**src/rtl/addsub_seq_ctrl.sv**
```systemverilog
// Byte-serial multi-precision add/subtract sequencer. It runs one 8-bit slice per clock and chains the carry through a flop.
// Latency: NBYTES+1 cycles from the accepted start to done, or NBYTES+2 when SEQ_SAT_EN is defined (adds the SAT state).
// Backpressure: none. A start is taken only in IDLE; starts seen in any other state are dropped and not queued.
module addsub_seq_ctrl #(
    parameter int NBYTES = 4
) (
    input  logic                  clk,
    input  logic                  rst_n,
    input  logic                  start_i,
    input  logic                  op_i,
    input  logic [8*NBYTES-1:0]   a_i,
    input  logic [8*NBYTES-1:0]   b_i,
    input  logic                  carryin_i,
    output logic                  busy_o,
    output logic                  done_o,
    output logic [8*NBYTES-1:0]   result_o,
    output logic                  carryout_o
);

    localparam int W  = 8 * NBYTES;
    localparam int KW = $clog2(NBYTES);
    localparam logic [KW-1:0] LAST_K = KW'(NBYTES - 1);

    localparam logic [1:0] IDLE = 2'd0;
    localparam logic [1:0] RUN  = 2'd1;
`ifdef SEQ_SAT_EN
    localparam logic [1:0] SAT  = 2'd2;
`endif
    localparam logic [1:0] DONE = 2'd3;

    logic [1:0]    state_q, state_d;
    logic [KW-1:0] k_q, k_d;
    logic [W-1:0]  a_q, a_d;
    logic [W-1:0]  b_q, b_d;
    logic          op_q, op_d;
    logic          carry_q, carry_d;
    logic [W-1:0]  result_q, result_d;
    logic          carryout_q, carryout_d;
    logic          busy_q, busy_d;
    logic          done_q, done_d;

    logic [7:0]    byte_y;
    logic [8:0]    sum9;

    // Shared 8-bit slice. Subtract feeds ~B, and the carry flop starts at 1 to supply the +1.
    always_comb begin
        byte_y = op_q ? b_q[k_q*8 +: 8] : ~b_q[k_q*8 +: 8];
        sum9   = {1'b0, a_q[k_q*8 +: 8]} + {1'b0, byte_y} + {8'd0, carry_q};
    end

    // Next-state logic. Result bytes are updated in place, LSB first.
    always_comb begin
        state_d    = state_q;
        k_d        = k_q;
        a_d        = a_q;
        b_d        = b_q;
        op_d       = op_q;
        carry_d    = carry_q;
        result_d   = result_q;
        carryout_d = carryout_q;
        busy_d     = busy_q;
        done_d     = 1'b0;
        case (state_q)
            IDLE: begin
                if (start_i) begin
                    a_d     = a_i;
                    b_d     = b_i;
                    op_d    = op_i;
                    carry_d = op_i ? carryin_i : 1'b1;
                    k_d     = '0;
                    busy_d  = 1'b1;
                    state_d = RUN;
                end
            end
            RUN: begin
                result_d[k_q*8 +: 8] = sum9[7:0];
                carry_d              = sum9[8];
                if (k_q == LAST_K) begin
                    k_d        = '0;
                    // Load carryout here so that it is already valid in the done cycle.
                    carryout_d = sum9[8];
`ifdef SEQ_SAT_EN
                    state_d    = SAT;
`else
                    state_d    = DONE;
                    done_d     = 1'b1;
`endif
                end else begin
                    k_d = k_q + KW'(1);
                end
            end
`ifdef SEQ_SAT_EN
            SAT: begin
                // Clamp the result. carryout keeps the unsaturated carry.
                if (op_q && carry_q) begin
                    result_d = '1;
                end else if (!op_q && !carry_q) begin
                    result_d = '0;
                end
                state_d = DONE;
                done_d  = 1'b1;
            end
`endif
            DONE: begin
                busy_d  = 1'b0;
                state_d = IDLE;
            end
            default: begin
                busy_d  = 1'b0;
                state_d = IDLE;
            end
        endcase
    end

    // State registers. An asynchronous reset drops any in-flight operation.
    always_ff @(posedge clk or negedge rst_n) begin
        if (!rst_n) begin
            state_q    <= IDLE;
            k_q        <= '0;
            a_q        <= '0;
            b_q        <= '0;
            op_q       <= 1'b0;
            carry_q    <= 1'b0;
            result_q   <= '0;
            carryout_q <= 1'b0;
            busy_q     <= 1'b0;
            done_q     <= 1'b0;
        end else begin
            state_q    <= state_d;
            k_q        <= k_d;
            a_q        <= a_d;
            b_q        <= b_d;
            op_q       <= op_d;
            carry_q    <= carry_d;
            result_q   <= result_d;
            carryout_q <= carryout_d;
            busy_q     <= busy_d;
            done_q     <= done_d;
        end
    end

    assign busy_o     = busy_q;
    assign done_o     = done_q;
    assign result_o   = result_q;
    assign carryout_o = carryout_q;

endmodule

```
**config.mk**
```make
export PLATFORM = sky130hd
export DESIGN_NAME = addsub_seq_ctrl
export DESIGN_NICKNAME = d
export VERILOG_FILES = /design/src/rtl/addsub_seq_ctrl.sv
export SDC_FILE = /design/constraint.sdc
export NUM_CORES = 1
export LEC_CHECK = 0
export CAP_MARGIN = 10
export CORE_MARGIN = 1
export CORE_UTILIZATION = 47
export CTS_BUF_LIST = sky130_fd_sc_hd__clkbuf_4 sky130_fd_sc_hd__clkbuf_8
export CTS_CLUSTER_SIZE = 20
export DETAILED_ROUTE_END_ITERATION = 8
export PLACE_DENSITY = 0.85
export SKIP_CTS_REPAIR_TIMING = 1
export SLEW_MARGIN = 25
export SYNTH_ARGS = -nofsm -noshare
export SYNTH_HDL_FRONTEND = slang
export SYNTH_SLANG_ARGS = --single-unit
```
**constraint.sdc**
```tcl
create_clock -name clk -period 2.6 [get_ports clk]
set_clock_uncertainty 0.05 [all_clocks]
set_input_delay 0.52 -clock clk [delete_from_list [all_inputs] [get_ports clk]]
set_output_delay 0.52 -clock clk [all_outputs]
set_load 0.1 [all_outputs]
```
==> impl_results.html, run 1 <==
<table>
<tr><th>Metric</th><th>Value</th></tr>
<tr><th colspan="2">Outcome</th></tr>
<tr><td>Outcome</td><td>finished, violations left</td></tr>
<tr><td>Violations in the final reports</td><td>negative setup slack</td></tr>
<tr><th colspan="2">Critical path</th></tr>
<tr><td>Top delay family on crit path</td><td>compound AO/OA/AOI/OAI gates</td></tr>
<tr><td>Slowest-stage cell, CP</td><td>mux4_2</td></tr>
<tr><td>Startpoint kind of the worst setup timing path</td><td>register</td></tr>
<tr><td>Worst Path Buf+Inv</td><td>2</td></tr>
<tr><td>Largest driver fanout on the critical path</td><td>4</td></tr>
<tr><td>Crit-path max cell delay</td><td>0.55 ns</td></tr>
<tr><td>Data arrival at the endpoint of the critical path</td><td>3.10 ns</td></tr>
<tr><td>Setup crit end kind</td><td>register</td></tr>
<tr><td>Endpoint required time on the critical path</td><td>2.82 ns</td></tr>
<tr><td>Most common cell type on the critical path</td><td>fa_2</td></tr>
<tr><td>Ordered cell list for the critical path</td><td>mux4_2 -&gt; xor2_2 -&gt; fa_2 -&gt; inv_2 -&gt; fa_2 -&gt; a21o_1 -&gt; a221oi_4 -&gt; buf_4 -&gt; xnor2_4 -&gt; a22o_1</td></tr>
<tr><td>Worst Setup Path Type</td><td>reg -&gt; reg</td></tr>
<tr><td>Flop2flop setup slack</td><td>-0.28 ns</td></tr>
<tr><th colspan="2">Logic synthesis</th></tr>
<tr><td>Post-Syn Instances</td><td>336</td></tr>
<tr><td>Leading register cell type out of synthesis</td><td>dfrtp_1</td></tr>
<tr><td>Syn_nets</td><td>420</td></tr>
<tr><td>Share of the synthesized area in the top cell type</td><td>55.0%</td></tr>
<tr><td>Synth cell types</td><td>35</td></tr>
<tr><td>Number of synthesized flops with an enable pin</td><td>0</td></tr>
<tr><td>Average size of a mapped cell</td><td>14.2 µm²</td></tr>
<tr><td>Biggest area consumer among synthesized cells</td><td>dfrtp_1</td></tr>
<tr><td>Number of synthesis warnings</td><td>0</td></tr>
<tr><td>Leading cell types by total area after synthesis</td><td>dfrtp_1 55%, mux2_2 15%, mux4_2 7.5%</td></tr>
<tr><td>Post-synth ARST share</td><td>100%</td></tr>
<tr><td>#FFs+latches synth</td><td>105</td></tr>
<tr><td>Register area share after synthesis</td><td>55.0%</td></tr>
<tr><td>Post-Syn Area</td><td>0.00478 mm²</td></tr>
<tr><th colspan="2">Placement</th></tr>
<tr><td>Number of instances in the placed design</td><td>588</td></tr>
<tr><td>Global placer's final weighted congestion</td><td>0.816</td></tr>
<tr><td>Post-place setup slack</td><td>-0.280 ns</td></tr>
<tr><td>Port Buffers</td><td>103</td></tr>
<tr><td>Half-perimeter wire length after placement</td><td>8.04 mm</td></tr>
<tr><th colspan="2">STA</th></tr>
<tr><td>Pin slew with the least headroom to its limit</td><td>0.554 ns</td></tr>
<tr><td>Max Clk Rate</td><td>0.348 GHz</td></tr>
<tr><td>Count of final max-slew check failures</td><td>0</td></tr>
<tr><td>Worst Slack Setup Final</td><td>-0.276 ns</td></tr>
<tr><td>Final hold violation count</td><td>0</td></tr>
<tr><td>Unrepaired setup endpoints after global routing</td><td>yes</td></tr>
<tr><td>Setup violations, final</td><td>14</td></tr>
<tr><td>Minimum period implied by the final worst setup slack</td><td>2.88 ns</td></tr>
<tr><td>Post-route fraction of the period consumed by the critical path</td><td>111%</td></tr>
<tr><td>Slew margin rel.</td><td>63.0%</td></tr>
<tr><th colspan="2">Route</th></tr>
<tr><td>Wire per inst</td><td>17.7 µm</td></tr>
<tr><td>DRC marker count from the first detailed-route iteration</td><td>85</td></tr>
<tr><td>Total routed wirelength</td><td>10.8 mm</td></tr>
<tr><td>Post-DR vias/cell</td><td>5.39</td></tr>
<tr><td>Via total after detailed routing</td><td>3280</td></tr>
<tr><td>Antenna Violating Nets Remaining</td><td>0</td></tr>
<tr><td>Number of detailed-routing iterations run before antenna repair</td><td>5</td></tr>
<tr><td>Residual DRC count</td><td>0</td></tr>
<tr><th colspan="2">Floorplan</th></tr>
<tr><td>Total die area</td><td>0.0106 mm²</td></tr>
<tr><td>Number of placement rows</td><td>36</td></tr>
<tr><td>Die Span X</td><td>103 µm</td></tr>
<tr><td>Number of top-level pins</td><td>104</td></tr>
<tr><td>Floorplan die height</td><td>103 µm</td></tr>
<tr><td>Core area</td><td>0.00982 mm²</td></tr>
<tr><td>Starting Density</td><td>48.7%</td></tr>
<tr><th colspan="2">Finish</th></tr>
<tr><td>Net total in the final layout</td><td>554</td></tr>
<tr><td>Fraction of final layout cells with drive strength greater than 1</td><td>41.7%</td></tr>
<tr><td>Post-route insts no fill</td><td>608</td></tr>
<tr><td>Synth-to-Final Area Change</td><td>35.6%</td></tr>
<tr><td>Count of antenna diodes in the layout</td><td>0</td></tr>
<tr><td>Number of fill cells</td><td>724</td></tr>
<tr><td>Commonest non-fill, non-tap cell in the layout</td><td>dfrtp_1</td></tr>
<tr><td>Commonest cells after routing, fill and taps aside</td><td>104 x dfrtp_1, 67 x clkdlybuf4s50_1, 65 x mux2_2, 62 x buf_4, 20 x a22o_1</td></tr>
<tr><th colspan="2">GRT</th></tr>
<tr><td>Met3 track demand over resource</td><td>4.88%</td></tr>
<tr><td>Met2 Track Usage GR</td><td>36.6%</td></tr>
<tr><td>Initial antenna violation count</td><td>0</td></tr>
<tr><td>Wire length of the first global-routing pass</td><td>17.4 mm</td></tr>
<tr><td>Met1 usage</td><td>28.6%</td></tr>
<tr><td>GRT Max-Usage Layer</td><td>met2</td></tr>
<tr><td>GRT Resource Usage Total</td><td>22.2%</td></tr>
<tr><td>Maximum number of pins on one net before global-route repair</td><td>44</td></tr>
<tr><td>Aggregate global routing overflow</td><td>0</td></tr>
<tr><td>Vias in the first global route</td><td>3490</td></tr>
<tr><th colspan="2">CTS</th></tr>
<tr><td>Num CTS Buffers</td><td>9</td></tr>
<tr><td>Worst skew pair latency</td><td>0.37 ns</td></tr>
<tr><td>CTS Root Buffer Type</td><td>clkbuf_8</td></tr>
<tr><td>Clock transition at path regs</td><td>0.10 ns</td></tr>
<tr><td>Number of sinks driven by the clock tree</td><td>105</td></tr>
<tr><td>CTS H-tree lvls</td><td>3</td></tr>
<tr><td>TritonCTS clock tree</td><td>yes</td></tr>
<tr><td>CTS Buffer Depth</td><td>2</td></tr>
<tr><th colspan="2">Min path</th></tr>
<tr><td>Worst Hold Class</td><td>reg -&gt; reg</td></tr>
<tr><th colspan="2">Job</th></tr>
<tr><td>Max-capacitance violation count</td><td>0</td></tr>
</table>
cells by family (layout without fill, tap and decap cells):
| kind of cell | count (synthesis) | after routing | synth area share, % |
|---|---|---|---|
| adder cells (fa/ha/maj) | 15 | 15 | 4.24 |
| flip-flops | 105 | 105 | 55.0 |
| AND/OR/NAND/NOR | 48 | 48 | 5.13 |
| buffers and inverters | 22 | 161 | 2.38 |
| AO/OA/AOI/OAI | 52 | 52 | 8.06 |
| XOR/XNOR | 13 | 13 | 2.38 |
| multiplexers | 81 | 81 | 22.8 |
worst reg2reg max path: stages, from the launching register on:
cell	delay, ns
dfrtp_2	0.44
mux4_2	0.55
xor2_2	0.16
fa_2	0.23
inv_2	0.04
fa_2	0.33
a21o_1	0.24
a221oi_4	0.27
buf_4	0.19
xnor2_4	0.08
a22o_1	0.21
registers in the layout (all words and copies together) (netlist names):
name / cells
b_q: 32
k_q: 2
a_q: 32
carryout_o: 1
busy_o: 1
done_o: 1
carry_q: 1
state_q: 2
op_q: 1
result_o: 32
metal layers:
| metal | part of all wire (%) | routed length [µm] |
|---|---|---|
| met2 | 50 | 5410 |
| met5 | 0 | 0 |
| met3 | 4.9 | 532 |
| met4 | 2.5 | 273 |
| met1 | 42 | 4570 |
path summary, 6_finish.rpt:
path,depth (start not counted),endpoint,start
setup / recovery,10,result_o[22]$_DFFE_PN0P_,k_q[0]$_DFFE_PN0P_
hold / removal,2,result_o[18]$_DFFE_PN0P_,result_o[18]$_DFFE_PN0P_
setup reg to reg,10,result_o[22]$_DFFE_PN0P_,k_q[0]$_DFFE_PN0P_
hold reg to reg,2,result_o[18]$_DFFE_PN0P_,result_o[18]$_DFFE_PN0P_
max in group asynchronous,3,a_q[17]$_DFFE_PN0P_,rst_n
min in group asynchronous,2,carry_q$_DFFE_PN0P_,rst_n
Yosys cell counts, types with 4 or more instances:
master	n
o21ai_0	14
ha_1	13
dfrtp_1	105
nor2_1	10
inv_1	8
a21oi_1	7
buf_2	7
mux2_2	65
a22o_1	20
xnor2_1	12
mux4_2	16
nand2_1	18
buf_4	4
stage by stage:
stage / hold slack [ns] / instance area, µm² / util [%] / setup TNS (ns)
6_report: 0.446 / 6480 / 66.0 / -2.81
5_1_grt: 0.481 / 6480 / 66.0 / -4.61
4_1_cts: -0.0195 / 6320 / 64.4 / -3.40
3_5_place_dp: 0.393 / 6120 / 62.3 / -3.10
3_3_place_gp: 0.386 / 6120 / 62.3 / -1.78
2_1_floorplan: 0.174 / 4810 / - / -0.570
layout make-up:
type	count	area, µm²	share of cell area (%)
Clock buffer	9	124	1.91
Timing Repair Buffer	137	1270	19.6
Sequential cell	105	2630	40.5
Inverter	8	30.0	0.463
Multi-Input combinational cell	209	2180	33.7
Clock inverter	7	77.6	1.20
Tap cell	133	166	2.57
Power of run 1 is not shown: default switching activity piles up to over one toggle a cycle in this logic, so the estimate is an artifact.
==> run 2, diff against run 1 <==
- ABC_AREA: unset -> 1
- CORE_UTILIZATION: 47 -> 48
- PLACE_DENSITY: 0.85 -> 0.86
==> impl_results.html, run 2 <==
<table>
<tr><th>Metric</th><th>Value</th></tr>
<tr><th colspan="2">Outcome</th></tr>
<tr><td>Outcome</td><td>finished, final reports clean</td></tr>
<tr><th colspan="2">STA</th></tr>
<tr><td>Worst Slack Setup Final</td><td>0.0744 ns (+0.350 ns)</td></tr>
<tr><td>Pin slew with the least headroom to its limit</td><td>0.460 ns (-0.0947 ns)</td></tr>
<tr><td>Final hold violation count</td><td>0 (unchanged)</td></tr>
<tr><td>Setup violations, final</td><td>0 (-14)</td></tr>
<tr><td>Minimum period implied by the final worst setup slack</td><td>2.53 ns (-0.350 ns)</td></tr>
<tr><td>Unrepaired setup endpoints after global routing</td><td>yes</td></tr>
<tr><td>Post-route fraction of the period consumed by the critical path</td><td>97.1% (-13 points)</td></tr>
<tr><td>Count of final max-slew check failures</td><td>0 (unchanged)</td></tr>
<tr><td>Slew margin rel.</td><td>69.4% (+6.4 points)</td></tr>
<tr><td>Total Negative Setup Slacks</td><td>0 ns (+2.81 ns)</td></tr>
<tr><td>Max Clk Rate</td><td>0.396 GHz (+14%)</td></tr>
<tr><th colspan="2">Finish</th></tr>
<tr><td>Final Cell Area</td><td>0.00650 mm² (+0.23%)</td></tr>
<tr><td>Commonest cells after routing, fill and taps aside</td><td>268 x nand2_1, 104 x dfrtp_1, 67 x clkdlybuf4s50_1, 45 x buf_4, 39 x nor2_1</td></tr>
<tr><td>Count of antenna diodes in the layout</td><td>0 (unchanged)</td></tr>
<tr><td>Net total in the final layout</td><td>802 (+45%)</td></tr>
<tr><td>Layout Utilization</td><td>63.2% (-2.8 points)</td></tr>
<tr><td>Synth-to-Final Area Change</td><td>28.5%</td></tr>
<tr><td>Fraction of final layout cells with drive strength greater than 1</td><td>14.5% (-27 points)</td></tr>
<tr><td>Commonest non-fill, non-tap cell in the layout</td><td>nand2_1</td></tr>
<tr><td>Number of fill cells</td><td>879 (+21%)</td></tr>
<tr><th colspan="2">Logic synthesis</th></tr>
<tr><td>Average size of a mapped cell</td><td>8.29 µm² (-42%)</td></tr>
<tr><td>Leading register cell type out of synthesis</td><td>dfrtp_1</td></tr>
<tr><td>Register area share after synthesis</td><td>51.9% (-3.0 points)</td></tr>
<tr><td>Share of the synthesized area in the top cell type</td><td>51.9% (-3.0 points)</td></tr>
<tr><td>Number of synthesized flops with an enable pin</td><td>0 (unchanged)</td></tr>
<tr><td>Post-Syn Area</td><td>0.00506 mm² (+5.8%)</td></tr>
<tr><td>Leading cell types by total area after synthesis</td><td>dfrtp_1 52%, nand2_1 20%, o21ai_0 3.7%</td></tr>
<tr><td>Biggest area consumer among synthesized cells</td><td>dfrtp_1</td></tr>
<tr><td>Commonest cells in the synthesized netlist</td><td>271 x nand2_1, 105 x dfrtp_1, 42 x nor2_1</td></tr>
<tr><td>Number of synthesis warnings</td><td>0 (unchanged)</td></tr>
<tr><td>Syn_nets</td><td>694 (+65%)</td></tr>
<tr><td>Post-synth ARST share</td><td>100% (unchanged)</td></tr>
<tr><td>Most frequently used cell type in the post-synthesis netlist</td><td>nand2_1</td></tr>
<tr><td>#FFs+latches synth</td><td>105 (unchanged)</td></tr>
<tr><td>Post-Syn Instances</td><td>610 (+82%)</td></tr>
<tr><td>Synth cell types</td><td>32 (-8.6%)</td></tr>
<tr><th colspan="2">GRT</th></tr>
<tr><td>GRT Resource Usage Total</td><td>23.4% (+1.3 points)</td></tr>
<tr><td>Initial antenna violation count</td><td>0 (unchanged)</td></tr>
<tr><td>Maximum number of pins on one net before global-route repair</td><td>65 (+48%)</td></tr>
<tr><td>Vias in the first global route</td><td>4359 (+25%)</td></tr>
<tr><td>Wire length of the first global-routing pass</td><td>20.4 mm (+17%)</td></tr>
<tr><td>Aggregate global routing overflow</td><td>0 (unchanged)</td></tr>
<tr><th colspan="2">Critical path</th></tr>
<tr><td>Setup crit end kind</td><td>register</td></tr>
<tr><td>Data arrival at the endpoint of the critical path</td><td>2.74 ns (-0.36 ns)</td></tr>
<tr><td>Startpoint kind of the worst setup timing path</td><td>register</td></tr>
<tr><td>Largest driver fanout on the critical path</td><td>4 (unchanged)</td></tr>
<tr><td>Endpoint required time on the critical path</td><td>2.81 ns (about the same)</td></tr>
<tr><td>Worst Setup Path Type</td><td>reg -&gt; reg</td></tr>
<tr><th colspan="2">Job</th></tr>
<tr><td>Max-capacitance violation count</td><td>0 (unchanged)</td></tr>
<tr><th colspan="2">Placement</th></tr>
<tr><td>Half-perimeter wire length after placement</td><td>9.00 mm (+12%)</td></tr>
<tr><td>Post-place setup slack</td><td>0.0207 ns (+0.300 ns)</td></tr>
<tr><td>Global placer's final weighted congestion</td><td>0.878 (+7.5%)</td></tr>
<tr><td>Placement-stage cell area</td><td>0.00618 mm² (+1.0%)</td></tr>
<tr><td>Port Buffers</td><td>103 (unchanged)</td></tr>
<tr><th colspan="2">CTS</th></tr>
<tr><td>TritonCTS clock tree</td><td>yes</td></tr>
<tr><td>CTS Root Buffer Type</td><td>clkbuf_8</td></tr>
<tr><td>CTS Buffer Depth</td><td>2 (unchanged)</td></tr>
<tr><td>Clock transition at path regs</td><td>0.11 ns (about the same)</td></tr>
<tr><td>CTS H-tree lvls</td><td>3 (unchanged)</td></tr>
<tr><td>Num CTS Buffers</td><td>9 (unchanged)</td></tr>
<tr><td>Number of sinks driven by the clock tree</td><td>105 (unchanged)</td></tr>
<tr><td>Worst skew pair latency</td><td>0.37 ns (about the same)</td></tr>
<tr><th colspan="2">Route</th></tr>
<tr><td>Post-DR vias/cell</td><td>5.15 (-4.5%)</td></tr>
<tr><td>Number of detailed-routing iterations run before antenna repair</td><td>5 (unchanged)</td></tr>
<tr><td>Total routed wirelength</td><td>12.3 mm (+14%)</td></tr>
<tr><td>Wire per inst</td><td>14.3 µm (-19%)</td></tr>
<tr><td>Via total after detailed routing</td><td>4426 (+35%)</td></tr>
<tr><td>DRC marker count from the first detailed-route iteration</td><td>209 (+150%)</td></tr>
<tr><td>Antenna Violating Nets Remaining</td><td>0 (unchanged)</td></tr>
<tr><td>Residual DRC count</td><td>0 (unchanged)</td></tr>
<tr><th colspan="2">Floorplan</th></tr>
<tr><td>Total die area</td><td>0.0110 mm² (+3.5%)</td></tr>
<tr><td>Die Span X</td><td>105 µm (+1.8%)</td></tr>
<tr><td>Floorplan die height</td><td>105 µm (+1.8%)</td></tr>
<tr><td>Number of top-level pins</td><td>104 (unchanged)</td></tr>
<tr><td>Number of placement rows</td><td>37 (+2.8%)</td></tr>
<tr><td>Core area</td><td>0.0103 mm² (+4.7%)</td></tr>
<tr><td>Starting Density</td><td>49.2% (+0.53 points)</td></tr>
<tr><th colspan="2">Min path</th></tr>
<tr><td>Worst Hold Class</td><td>reg -&gt; reg</td></tr>
</table>
run 2: cell families (layout without fill, tap and decap cells):
group | count (synthesis) | after routing | synth area share (%)
compound gates | 76 | 76 | 8.48
xor+xnor | 11 | 11 | 1.90
fa+ha+maj | 15 | 15 | 4.01
buf+inv | 57 | 170 | 5.69
flops | 105 | 105 | 51.9
mux | 1 | 1 | 0.223
simple gates | 345 | 345 | 27.8
run 2: area by class of cell:
| type | count | area [µm²] | area share, % |
|---|---|---|---|
| Inverter | 32 | 125 | 1.93 |
| Timing Repair Buffer | 122 | 1180 | 18.1 |
| Clock buffer | 9 | 124 | 1.91 |
| Clock inverter | 7 | 62.6 | 0.963 |
| Sequential cell | 105 | 2630 | 40.5 |
| Tap cell | 136 | 170 | 2.62 |
| Multi-Input combinational cell | 448 | 2210 | 34.0 |
run 2: path summary, 6_finish.rpt:
check | startpoint | to | slack [ns] | cells past startpoint
min in group asynchronous | rst_n | result_o[0]$_DFFE_PN0P_ | 0.46 | 2
hold reg to reg | b_q[14]$_DFFE_PN0P_ | b_q[14]$_DFFE_PN0P_ | 0.44 | 2
max in group asynchronous | rst_n | a_q[3]$_DFFE_PN0P_ | 1.35 | 3
setup / recovery | k_q[0]$_DFFE_PN0P_ | result_o[4]$_DFFE_PN0P_ | 0.07 | 11
setup reg to reg | k_q[0]$_DFFE_PN0P_ | result_o[4]$_DFFE_PN0P_ | 0.07 | 11
hold / removal | b_q[14]$_DFFE_PN0P_ | b_q[14]$_DFFE_PN0P_ | 0.44 | 2
run 2: stage by stage:
stage                     cells  hold WS (ns)
after floorplan             610         0.174
after global placement      839         0.317
after detailed placement    839         0.317
after CTS                   855       -0.0894
after global routing        859         0.450
final                       859         0.438
run 2: critical path, cell delays in order (launching register included):
cell	delay [ns]
dfrtp_2	0.46
o21ai_1	0.19
o22ai_2	0.11
xor2_1	0.23
fa_2	0.25
inv_2	0.05
fa_2	0.38
nand3_1	0.11
nand3_2	0.10
xor2_2	0.17
buf_4	0.14
a22o_1	0.18
run 2: layer usage:
layer | vias to the layer above | global-route usage [%] | wire length (µm)
met5 | - | 0 | 0
met4 | 0 | 9.05 | 287
met3 | 27 | 3.81 | 656
met2 | 146 | 39.8 | 6030
met1 | 2106 | 30.1 | 5310
li1 | 2147 | - | -
Power of run 2 is left out for the same reason.
